File: config.mk
export PLATFORM = sky130hd
export DESIGN_NAME = ex_mem_stage
export DESIGN_NICKNAME = d
export VERILOG_FILES = /design/src/rtl/ex_mem_stage.sv
export SDC_FILE = /design/constraint.sdc
export NUM_CORES = 1
export LEC_CHECK = 0
export BUFFER_PORTS_ARGS = -buffer_cell sky130_fd_sc_hd__buf_4
export CAP_MARGIN = 20
export CORE_MARGIN = 4
export CORE_UTILIZATION = 52
export DETAILED_ROUTE_END_ITERATION = 8
export PLACE_DENSITY = 0.86
export SETUP_SLACK_MARGIN = 0.15
export SLEW_MARGIN = 20
export SYNTH_ARGS = -nofsm -noshare
export SYNTH_HDL_FRONTEND = slang
export SYNTH_SLANG_ARGS = --single-unit
File: constraint.sdc
create_clock -name clk -period 2.2 [get_ports clk]
set_clock_uncertainty 0.05 [all_clocks]
set_input_delay 0.11 -clock clk [delete_from_list [all_inputs] [get_ports clk]]
set_output_delay 0.11 -clock clk [all_outputs]
set_load 0.02 [all_outputs]
File: src/rtl/ex_mem_stage.sv
// ex_mem_stage: EX/MEM pipeline register with valid/ready handshake.
//
// Captures the execute-stage bundle and holds it for the memory stage.
// It adds a valid/ready handshake and stall back-pressure. A synchronous
// flush squashes all held bundles and inserts a bubble. Forwarding taps come
// straight from the main register.
//
// Build option: define EX_MEM_SKID_EN to add a second (skid) entry. With it,
// in_ready is a register and the stage accepts one extra bundle after
// out_ready drops. Without it, in_ready = ~out_valid | out_ready.
//
// Ports:
//   clk, reset              clock, synchronous active-high reset
//   flush                   squash all held entries (wins over input transfer)
//   in_valid / in_ready     EX-side handshake
//   wb_in .. rd_in          EX bundle (control, branch target, ALU result, zero, rd)
//   out_valid / out_ready   MEM-side handshake
//   wb_out .. rd_out        registered bundle; wb_out/m_out read 0 while invalid
//   fwd_regwrite, fwd_rd    forwarding taps from the main register
module ex_mem_stage #(
  parameter int unsigned XLEN = 64,
  parameter int unsigned WB_W = 2,
  parameter int unsigned M_W  = 3,
  parameter int unsigned RD_W = 5
) (
  input  logic            clk,
  input  logic            reset,
  input  logic            flush,
  input  logic            in_valid,
  output logic            in_ready,
  input  logic [WB_W-1:0] wb_in,
  input  logic [M_W-1:0]  m_in,
  input  logic [XLEN-1:0] adder_out_in,
  input  logic [XLEN-1:0] alu_result_in,
  input  logic            zero_in,
  input  logic [RD_W-1:0] rd_in,
  output logic            out_valid,
  input  logic            out_ready,
  output logic [WB_W-1:0] wb_out,
  output logic [M_W-1:0]  m_out,
  output logic [XLEN-1:0] adder_out_out,
  output logic [XLEN-1:0] alu_result_out,
  output logic            zero_out,
  output logic [RD_W-1:0] rd_out,
  output logic            fwd_regwrite,
  output logic [RD_W-1:0] fwd_rd
);

  typedef struct packed {
    logic [WB_W-1:0] wb;
    logic [M_W-1:0]  m;
    logic [XLEN-1:0] adder;
    logic [XLEN-1:0] alu;
    logic            zero;
    logic [RD_W-1:0] rd;
  } bundle_t;

`ifdef EX_MEM_SKID_EN
  typedef enum logic [1:0] {StEmpty, StOne, StTwo} state_e;
  bundle_t skid_q, skid_d;
  logic    in_ready_q, in_ready_d;
`else
  typedef enum logic {StEmpty, StOne} state_e;
  // Holds in_ready low until the first edge after reset deasserts.
  logic    rst_done_q;
`endif

  state_e  state_q, state_d;
  bundle_t main_q, main_d;
  bundle_t in_bundle;
  logic    in_fire, out_fire;

  assign in_bundle = '{wb: wb_in, m: m_in, adder: adder_out_in, alu: alu_result_in,
                       zero: zero_in, rd: rd_in};

  assign out_valid = (state_q != StEmpty);
  assign in_fire   = in_valid & in_ready;
  assign out_fire  = out_valid & out_ready;

`ifdef EX_MEM_SKID_EN
  assign in_ready = in_ready_q;
`else
  // With a single entry, an input transfer into a full stage implies an output transfer.
  assign in_ready = rst_done_q & (~out_valid | out_ready);
`endif

  always_comb begin
    state_d = state_q;
    main_d  = main_q;
`ifdef EX_MEM_SKID_EN
    skid_d  = skid_q;
`endif
    case (state_q)
      StEmpty: begin
        if (in_fire) begin
          main_d  = in_bundle;
          state_d = StOne;
        end
      end
      StOne: begin
        if (in_fire && out_fire) begin
          main_d = in_bundle;
`ifdef EX_MEM_SKID_EN
        end else if (in_fire) begin
          skid_d  = in_bundle;
          state_d = StTwo;
`endif
        end else if (out_fire) begin
          state_d = StEmpty;
        end
      end
`ifdef EX_MEM_SKID_EN
      StTwo: begin
        if (out_fire) begin
          main_d  = skid_q;
          state_d = StOne;
        end
      end
`endif
      default: state_d = StEmpty;
    endcase

    // Flush drops any incoming bundle; data fields hold, control fields clear.
    if (flush) begin
      state_d   = StEmpty;
      main_d    = main_q;
      main_d.wb = '0;
      main_d.m  = '0;
`ifdef EX_MEM_SKID_EN
      skid_d    = skid_q;
      skid_d.wb = '0;
      skid_d.m  = '0;
`endif
    end
  end

`ifdef EX_MEM_SKID_EN
  assign in_ready_d = (state_d != StTwo);
`endif

  always_ff @(posedge clk) begin
    if (reset) begin
      state_q    <= StEmpty;
      main_q     <= '0;
`ifdef EX_MEM_SKID_EN
      skid_q     <= '0;
      in_ready_q <= 1'b0;
`else
      rst_done_q <= 1'b0;
`endif
    end else begin
      state_q    <= state_d;
      main_q     <= main_d;
`ifdef EX_MEM_SKID_EN
      skid_q     <= skid_d;
      in_ready_q <= in_ready_d;
`else
      rst_done_q <= 1'b1;
`endif
    end
  end

  // Bubble: control fields read 0 whenever nothing valid is held.
  assign wb_out         = out_valid ? main_q.wb : '0;
  assign m_out          = out_valid ? main_q.m  : '0;
  assign adder_out_out  = main_q.adder;
  assign alu_result_out = main_q.alu;
  assign zero_out       = main_q.zero;
  assign rd_out         = main_q.rd;

  assign fwd_regwrite = out_valid & wb_out[0];
  assign fwd_rd       = main_q.rd;

endmodule

==> impl_results.md, run 1 <==
* Status: finished clean
* HP Start: flush
* Clk Latency, worst-skew pair at 0.41 ns
* Die Height at 121 um
* Worst relative slew slack at 0.666
* Worst R2R End: alu_result_out[60]$_SDFFE_PP0P_
* Worst vdd ir at 0.000505 V
* Synth top area cells: dfxtp_1, mux2i_1, buf_4
* Leak at 0.00437 uW
* Count leader, synth: nand2_1
* Max cap viols at 0
* Fraction of layout cells with a size suffix above 1 at 0.315
* Fmax at 0.554 GHz
* Register area share after synthesis at 0.424
* Placer Congestion at 0.801
* Slew @ Worst Pin at 0.501 ns
* Asr flop ratio synth at 0
* Top-area cell type share of the netlist area at 0.424
* DP HPWL at 11.0 mm
* Reg2Reg Depth at 4
* Fin crit period at 1.80 ns
* CP Launch Type: flop
* Area leader, netlist: dfxtp_1
* Synth cell count leaders: nand2_1, buf_4, dfxtp_1, mux2i_1, clkbuf_1
* Total wire length at 20.6 mm
* Post-route cell area at 9850 sq um
* Num CTS Buffers at 17
* Largest net degree at the start of global routing at 73
* Core Region at 12,600 sq um
* Hold depth at 3
* R2r setup slk at 0.40 ns
* Setup TNS at 0 ns
* Critical Path Max Stage Delay at 0.46 ns
* Crit. End Element: flop
* Syn_nets at 899
* WHS at 0.0210 ns
* Post-synth cell types at 18
* Max-slew violations at 0
* Cell-by-cell trace of the critical path: and2b_4 -> nor3_4 -> buf_12 -> mux2i_1
* EDFF count, synth at 0
* Post-detailed-route count of antenna-violating nets at 0
* HP Class: in2reg
* Global-route wire length before repair at 31.8 mm
* Vias in the first global route at 6,332
* Req. time, crit path at 2.47 ns
* Initial drt markers at 351
* Arrival @ worst endpoint at 2.08 ns
* DR vias/cell at 4.86
* GRT overflow at 0
* Ys flop type: dfxtp_1
* I/O Buffers at 290
* Routed len/inst at 16.9 um
* Mean Syn Cell Area at 8.81 sq um
* Synthesized area at 6660 sq um
* Area grow syn2layout at 48.0%
* Ys Warns at 0
* Hold EP: main_q[138]$_SDFFE_PP0P_
* DP Area at 7850 sq um
* Post-Syn Instances at 755
* Ports at 291
* Critical path class: reg2reg
* Worst r2r src: out_valid$_SDFF_PP0_
* Final setup viols at 0
* Starting Density at 0.530
* Post-CTS setup buffers at 0
* WP buf/inv at 1
* Initial antenna violation count at 1
* GRT Total Usage at 0.275
* CP max stage cell: buf_12
* Worst Setup Slack, final at 0.396 ns
* Std cell rows at 41
* Top delay family on crit path: simple AND/OR/NAND/NOR gates
* Layout Nets at 1,176
* P per Cell Area at 657 nW/um^2
* Die X at 121 um
* CTS tree: yes
* Remaining DRCs at 0
* Final critical-path share of the clock period at 0.820
* Root Buffer: clkbuf_16
* RSZ-0062 raised after global routing: no
* 1st-pass router iterations at 5
* Vias at 5,904
* Place WS at 0.488 ns
* Htree depth at 4
* CTS max path bufs at 2
* CP Max Fanout at 72
* Register bit total from synthesis at 141
* Fin. Hold Viols at 0
* CTS clock-pin slew for the worst setup and hold paths at 0.06 ns
* Die ar. at 14,700 sq um
* # clock sinks at 141
==> cells by family (layout without fill, tap and decap cells) <==
logic type / Yosys count / count (layout) / synth area share
simple gates: 284 / 284 / 0.167
buf+inv: 185 / 473 / 0.199
flops: 141 / 141 / 0.424
mux: 134 / 134 / 0.202
compound gates: 11 / 11 / 0.00827
other cells: 0 / 1 / 0
==> repair_timing <==
action,in CTS,in global routing
resized for setup,0,0
endpoints found under the hold margin,139,0
setup endpoints to repair,0,0
hold buffers,144,0
==> metal layers <==
metal  track usage  wire, um
met1         0.284      7420
met4         0.157       986
met5             0         0
met3        0.0713      1350
met2         0.500     10800
==> through the flow <==
stage	total power [uW]	utilization	std cells
finish	6470	0.784	1216
global route	6680	0.784	1216
CTS	6450	0.784	1215
detailed placement	3520	0.625	1041
global placement	3510	0.625	1041
floorplan	3250	-	755
==> flip-flops by register name (all words and copies together) (netlist names) <==
| signal | cells |
|---|---|
| out_valid | 1 |
| fwd_rd | 5 |
| rst_done_q | 1 |
| main_q | 5 |
| alu_result_out | 64 |
| adder_out_out | 64 |
| zero_out | 1 |
==> cell type report <==
type	instances	area, sq um
clock buffer	23	468
sequential	141	2820
tap	172	215
timing repair buffer	442	3730
clock inverter	7	90.1
multi-input combinational	429	2520
inverter	1	8.76
antenna	1	2.50
fill	674	2720
==> worst min-delay path, delay by kind of cell <==
| kind | cells | cell delay, ns |
|---|---|---|
| AO/OA/AOI/OAI | 1 | 0.05 |
| buffers and inverters | 1 | 0.10 |
| AND/OR/NAND/NOR | 1 | 0.16 |
==> worst max path at each step <==
stage,start,to,cells after the start
floorplan,out_valid$_SDFF_PP0_,adder_out_out[0]$_SDFFE_PP0P_,6
global placement,out_valid$_SDFF_PP0_,alu_result_out[57]$_SDFFE_PP0P_,4
detailed placement,out_valid$_SDFF_PP0_,adder_out_out[6]$_SDFFE_PP0P_,4
CTS,out_valid$_SDFF_PP0_,alu_result_out[50]$_SDFFE_PP0P_,4
global route,rst_done_q$_DFF_P_,alu_result_out[60]$_SDFFE_PP0P_,4
finish,out_valid$_SDFF_PP0_,alu_result_out[60]$_SDFFE_PP0P_,4
==> where the power goes <==
part           switching [uW]  internal [uW]  total, uW
Combinational             464            555       1020
Sequential               56.0           2640       2700
Clock                    1040           1710       2750
Total                    1560           4910       6470
==> layout by cell type (no fill, tap or decap), types with 2 or more instances in the layout <==
cell type      instances
buf_4                294
nand2_1              268
dlygate4sd3_1        144
dfxtp_1              141
mux2i_1              134
clkbuf_16             17
and2_1                 6
a21oi_1                6
nand4_1                5
o21ai_0                5
clkbuf_1               4
buf_12                 4
clkinv_2               3
clkinvlp_4             2
clkbuf_8               2
bufinv_16              2
Note: power is estimated with default switching activity, not from simulation.
==> run 2: changes to the inputs <==
CORE_UTILIZATION = 43   (was 52)
PLACE_DENSITY = 0.76   (was 0.86)
clock period = 1.6 ns   (was 2.2 ns; I/O delays follow)
==> impl_results.md, run 2 (synthesis results as in run 1) <==
* Status: finished clean (unchanged)
* Req. time, crit path at 1.88 ns (was 2.47 ns)
* Most frequent cells in the layout: buf_4, nand2_1, dlygate4sd3_1, dfxtp_1, mux2i_1 (unchanged)
* Global-route wire length before repair at 31.1 mm (was 31.8 mm)
* Final Non-Filler Cells at 1,263 (was 1,216)
* # clock sinks at 141 (unchanged)
* Initial antenna violation count at 0 (was 1)
* Layout Nets at 1,204 (was 1,176)
* GR Layer Usage met2 at 0.396 (was 0.500)
* DP HPWL at 11.1 mm (was 11.0 mm)
* CTS max path bufs at 2 (unchanged)
* Sequential power share at 0.398 (was 0.417)
* Place WS at 0.0639 ns (was 0.488 ns)
* 1st-pass router iterations at 4 (was 5)
* CP Max Fanout at 5 (was 72)
* Htree depth at 4 (unchanged)
* Commonest non-fill, non-tap cell in the layout: buf_4 (unchanged)
* Fin crit period at 1.58 ns (was 1.80 ns)
* Largest net degree at the start of global routing at 94 (was 73)
* Num CTS Buffers at 17 (unchanged)
* Post-route cell area at 10,500 sq um (was 9850 sq um)
* Final critical-path share of the clock period at 0.989 (was 0.820)
* Placer Congestion at 0.792 (was 0.801)
* Worst Setup Slack, final at 0.0170 ns (was 0.396 ns)
* Max cap viols at 0 (unchanged)
* Ports at 291 (unchanged)
* CTS clock-pin slew for the worst setup and hold paths at 0.06 ns (about the same)
* Top Usage Layer GRT: met2 (unchanged)
* P per Cell Area at 882 nW/um^2 (was 657 nW/um^2)
* Arrival @ worst endpoint at 1.86 ns (was 2.08 ns)
* Fmax at 0.632 GHz (was 0.554 GHz)
* HP Class: in2reg (unchanged)
* Met1 Use GR at 0.227 (was 0.284)
* Switching Share at 0.248 (was 0.241)
* Number of fill cells in the layout at 1,056 (was 674)
* GRT Total Usage at 0.221 (was 0.275)
* Area grow syn2layout at 58.5% (was 48.0%)
* Cells after DPL at 1,063 (was 1,041)
* Starting Density at 0.438 (was 0.530)
* Crit. End Element: flop (unchanged)
* Clock share of power at 0.436 (was 0.425)
* Vias in the first global route at 6,248 (was 6,332)
* Routed len/inst at 16.6 um (was 16.9 um)
* Worst relative slew slack at 0.745 (was 0.666)
* Worst vdd ir at 0.000689 V (was 0.000505 V)
* Std cell rows at 45 (was 41)
* Register area at 2830 sq um (was 2820 sq um)
* Combinational Power Share at 0.165 (was 0.157)
* Power, Total at 9310 uW (was 6470 uW)
* Sw Pwr at 2310 uW (was 1560 uW)
* RSZ-0062 raised after global routing: yes (was no)
* Total wire length at 21.0 mm (was 20.6 mm)
* Final setup viols at 0 (unchanged)
* Slew @ Worst Pin at 0.382 ns (was 0.501 ns)
* Max-slew violations at 0 (unchanged)
* I/O Buffers at 290 (unchanged)
* WHS at 0.0607 ns (was 0.0210 ns)
* Initial drt markers at 188 (was 351)
* GRT overflow at 0 (unchanged)
* Die ar. at 17,500 sq um (was 14,700 sq um)
* Clk Latency, worst-skew pair at 0.41 ns (about the same)
* Leak at 0.00468 uW (was 0.00437 uW)
* CTS tree: yes (unchanged)
* Post-detailed-route count of antenna-violating nets at 0 (unchanged)
* DP Area at 7940 sq um (was 7850 sq um)
* Core Region at 15,200 sq um (was 12,600 sq um)
* DR vias/cell at 4.77 (was 4.86)
* Vias at 6,025 (was 5,904)
* Remaining DRCs at 0 (unchanged)
* Die Height at 132 um (was 121 um)
* Fin. Hold Viols at 0 (unchanged)
* Internal power at 7000 uW (was 4910 uW)
* Die X at 132 um (was 121 um)
* Fraction of layout cells with a size suffix above 1 at 0.348 (was 0.315)
* Root Buffer: clkbuf_16 (unchanged)
* Multi-input gate area at 2550 sq um (was 2520 sq um)
* M3 GR Usage at 0.0630 (was 0.0713)
* CP Launch Type: flop (unchanged)
* Critical path class: reg2reg (unchanged)
[run 2: cell types whose count changed in the layout (fill, tap and decap cells not counted), moves of 3 or more]
cell / previous run / this run
clkbuf_16: 17 / 23
mux2i_2: 0 / 7
buf_16: 0 / 6
mux2i_1: 134 / 126
buf_12: 4 / 14
clkbuf_1: 4 / 0
buf_6: 0 / 5
inv_6: 1 / 4
[run 2: path summary, 6_finish.rpt]
path                                  startpoint  depth (start not counted)  slack, ns                              end
setup / recovery            out_valid$_SDFF_PP0_                          7       0.02  alu_result_out[38]$_SDFFE_PP0P_
hold reg to reg   adder_out_out[53]$_SDFFE_PP0P_                          2       0.40   adder_out_out[53]$_SDFFE_PP0P_
setup reg to reg            out_valid$_SDFF_PP0_                          7       0.02  alu_result_out[38]$_SDFFE_PP0P_
hold / removal                         out_ready                          3       0.06             out_valid$_SDFF_PP0_
[run 2: worst max-delay path: stages (launching register included)]
cell and delay, ns:
dfxtp_4 0.34, and2b_4 0.17, nor3_4 0.21, buf_6 0.16, buf_6 0.12, buf_12 0.10
buf_16 0.11, mux2i_1 0.22
[run 2: final cells by class]
cell class	instances	share of cell area
sequential	141	0.268
clock buffer	18	0.0416
multi-input combinational	429	0.242
antenna	3	0.000712
tap	188	0.0223
inverter	1	0.000830
timing repair buffer	470	0.409
clock inverter	13	0.0155
[run 2: stage by stage]
stage / TNS [ns] / util
floorplan: 0 / -
global placement: 0 / 0.522
detailed placement: 0 / 0.522
CTS: 0 / 0.675
global route: -0.248 / 0.693
finish: 0 / 0.694
[run 2: routing by layer]
layer | routed length [um] | vias to the layer above
li1 | - | 2885
met4 | 973 | 0
met1 | 7820 | 2818
met5 | 0 | -
met3 | 1250 | 71
met2 | 10900 | 251
[run 2: timing repair]
| item | CTS | global route |
|---|---|---|
| gates resized for setup | 12 | 20 |
| buffers inserted | 9 | 4 |
| hold buffers | 142 | 0 |
| setup endpoints to repair | 135 | 133 |
| gates cloned | 5 | 6 |
| pin swaps | 1 | 1 |
| hold endpoints to repair | 140 | 0 |
[run 2: power by group through the flow]
stage | Sequential (uW) | Combinational (uW) | Clock (uW)
floorplan | 3760 | 708 | 0
global route | 3720 | 1630 | 4280
detailed placement | 3780 | 1080 | 0
CTS | 3700 | 1440 | 4110
finish | 3710 | 1540 | 4060
global placement | 3770 | 1070 | 0
==> run 3: changes to the inputs <==
CORE_UTILIZATION = 52   (was 43)
PLACE_DENSITY = 0.86   (was 0.76)
SETUP_SLACK_MARGIN = unset   (was 0.15)
clock period = 2 ns   (was 1.6 ns; I/O delays follow)
==> impl_results.md, run 3 (synthesis results as in run 1) <==
* Status: finished clean (unchanged)
* Area grow syn2layout at 50.8% (was 58.5%)
* Htree depth at 4 (unchanged)
* CTS clock-pin slew for the worst setup and hold paths at 0.06 ns (about the same)
* Placer Congestion at 0.763 (was 0.792)
* Critical path class: reg2reg (unchanged)
* Core Region at 12,600 sq um (was 15,200 sq um)
* Worst vdd ir at 0.000587 V (was 0.000689 V)
* Final setup viols at 0 (unchanged)
* Most frequent cells in the layout: buf_4, nand2_1, dlygate4sd3_1, dfxtp_1, mux2i_1 (unchanged)
* Commonest non-fill, non-tap cell in the layout: buf_4 (unchanged)
* Fin crit period at 1.84 ns (was 1.58 ns)
* 1st-pass router iterations at 5 (was 4)
* Arrival @ worst endpoint at 2.10 ns (was 1.86 ns)
* Num CTS Buffers at 17 (unchanged)
* Fin. Hold Viols at 0 (unchanged)
* Fmax at 0.542 GHz (was 0.632 GHz)
* Remaining DRCs at 0 (unchanged)
* Final Util at 0.799 (was 0.694)
* Multi-input gate area at 2520 sq um (was 2550 sq um)
* Starting Density at 0.530 (was 0.438)
* Std cell rows at 41 (was 45)
* CTS max path bufs at 2 (unchanged)
* Post-detailed-route count of antenna-violating nets at 0 (unchanged)
* HP Class: in2reg (unchanged)
* CTS tree: yes (unchanged)
* Max-slew violations at 0 (unchanged)
* DP HPWL at 11.3 mm (was 11.1 mm)
* CP Launch Type: flop (unchanged)
* Register area at 2820 sq um (was 2830 sq um)
* Max cap viols at 0 (unchanged)
* I/O Buffers at 290 (unchanged)
* Number of fill cells in the layout at 657 (was 1,056)
* Clk Latency, worst-skew pair at 0.40 ns (was 0.41 ns)
* Fraction of layout cells with a size suffix above 1 at 0.319 (was 0.348)
* Layout Nets at 1,180 (was 1,204)
* DR vias/cell at 4.91 (was 4.77)
* Initial drt markers at 335 (was 188)
* Root Buffer: clkbuf_16 (unchanged)
* Largest net degree at the start of global routing at 65 (was 94)
* # clock sinks at 141 (unchanged)
* Post-CTS Resized at 0 (was 12)
* Routed len/inst at 17.3 um (was 16.6 um)
* Vias in the first global route at 6,390 (was 6,248)
* RSZ-0062 raised after global routing: no (was yes)
* GRT overflow at 0 (unchanged)
* Leak at 0.00445 uW (was 0.00468 uW)
* Crit. End Element: flop (unchanged)
* Final Non-Filler Cells at 1,222 (was 1,263)
* Setup TNS at 0 ns (unchanged)
* Ports at 291 (unchanged)
* CP Max Fanout at 25 (was 5)
* Worst relative slew slack at 0.650 (was 0.745)
* Global-route wire length before repair at 32.2 mm (was 31.1 mm)
* GRT Total Usage at 0.280 (was 0.221)
* Die ar. at 14,700 sq um (was 17,500 sq um)
* Die Height at 121 um (was 132 um)
* Req. time, crit path at 2.26 ns (was 1.88 ns)
* Total wire length at 21.2 mm (was 21.0 mm)
* Slew @ Worst Pin at 0.525 ns (was 0.382 ns)
* P per Cell Area at 759 nW/um^2 (was 882 nW/um^2)
* Die X at 121 um (was 132 um)
* Cells after DPL at 1,044 (was 1,063)
* Final critical-path share of the clock period at 0.922 (was 0.989)
* Vias at 6,001 (was 6,025)
* Initial antenna violation count at 1 (was 0)
## run 3: critical path: stages (launching register included)
cell,delay (ns)
dfxtp_1,0.46
nand2_2,0.17
nor3_4,0.25
buf_12,0.26
buf_12,0.24
mux2i_1,0.29
## run 3: metrics by stage
stage | cell area (sq um) | power (uW) | hold slack (ns) | worst slack (ns)
floorplan | 6660 | 3580 | 0.192 | 0.489
global placement | 7920 | 3870 | 0.308 | 0.396
detailed placement | 7920 | 3890 | 0.315 | 0.315
CTS | 10000 | 7610 | 0.00335 | 0.280
global route | 10000 | 7860 | 0.0332 | 0.0438
finish | 10000 | 7620 | 0.0365 | 0.156
## run 3: power by group
| part | internal, uW | leakage (uW) | switching, uW |
|---|---|---|---|
| clock network | 2320 | 0.000314 | 1190 |
| logic | 623 | 0.00299 | 521 |
| registers | 2910 | 0.00115 | 61.2 |
## run 3: path summary, 6_finish.rpt
path / startpoint / end / slack (ns) / cells after the start
max reg2reg: rst_done_q$_DFF_P_ / alu_result_out[59]$_SDFFE_PP0P_ / 0.16 / 5
min reg2reg: alu_result_out[33]$_SDFFE_PP0P_ / alu_result_out[33]$_SDFFE_PP0P_ / 0.41 / 2
max: rst_done_q$_DFF_P_ / alu_result_out[59]$_SDFFE_PP0P_ / 0.16 / 5
min: reset / main_q[136]$_SDFFE_PP0P_ / 0.04 / 3
## run 3: what timing repair did
action | 4_1_cts | 5_1_grt
endpoints found under the setup margin | 0 | 0
hold buffers | 145 | 0
hold endpoints to repair | 139 | 0
setup buffers | 0 | 0
## run 3: area by class of cell
cell class,instances,area share
Inverter,1,0.000873
Antenna cell,1,0.000249
Clock buffer,23,0.0476
Clock inverter,9,0.0182
Multi-Input combinational cell,429,0.251
Sequential cell,141,0.281
Tap cell,172,0.0214
Timing Repair Buffer,446,0.380
## run 3: routing by layer
| metal | share of wire | vias up | global-route usage |
|---|---|---|---|
| met4 | 0.037 | 0 | 0.130 |
| met1 | 0.35 | 2838 | 0.278 |
| met3 | 0.066 | 60 | 0.0755 |
| li1 | - | 2840 | - |
| met5 | 0 | - | 0 |
| met2 | 0.54 | 263 | 0.536 |
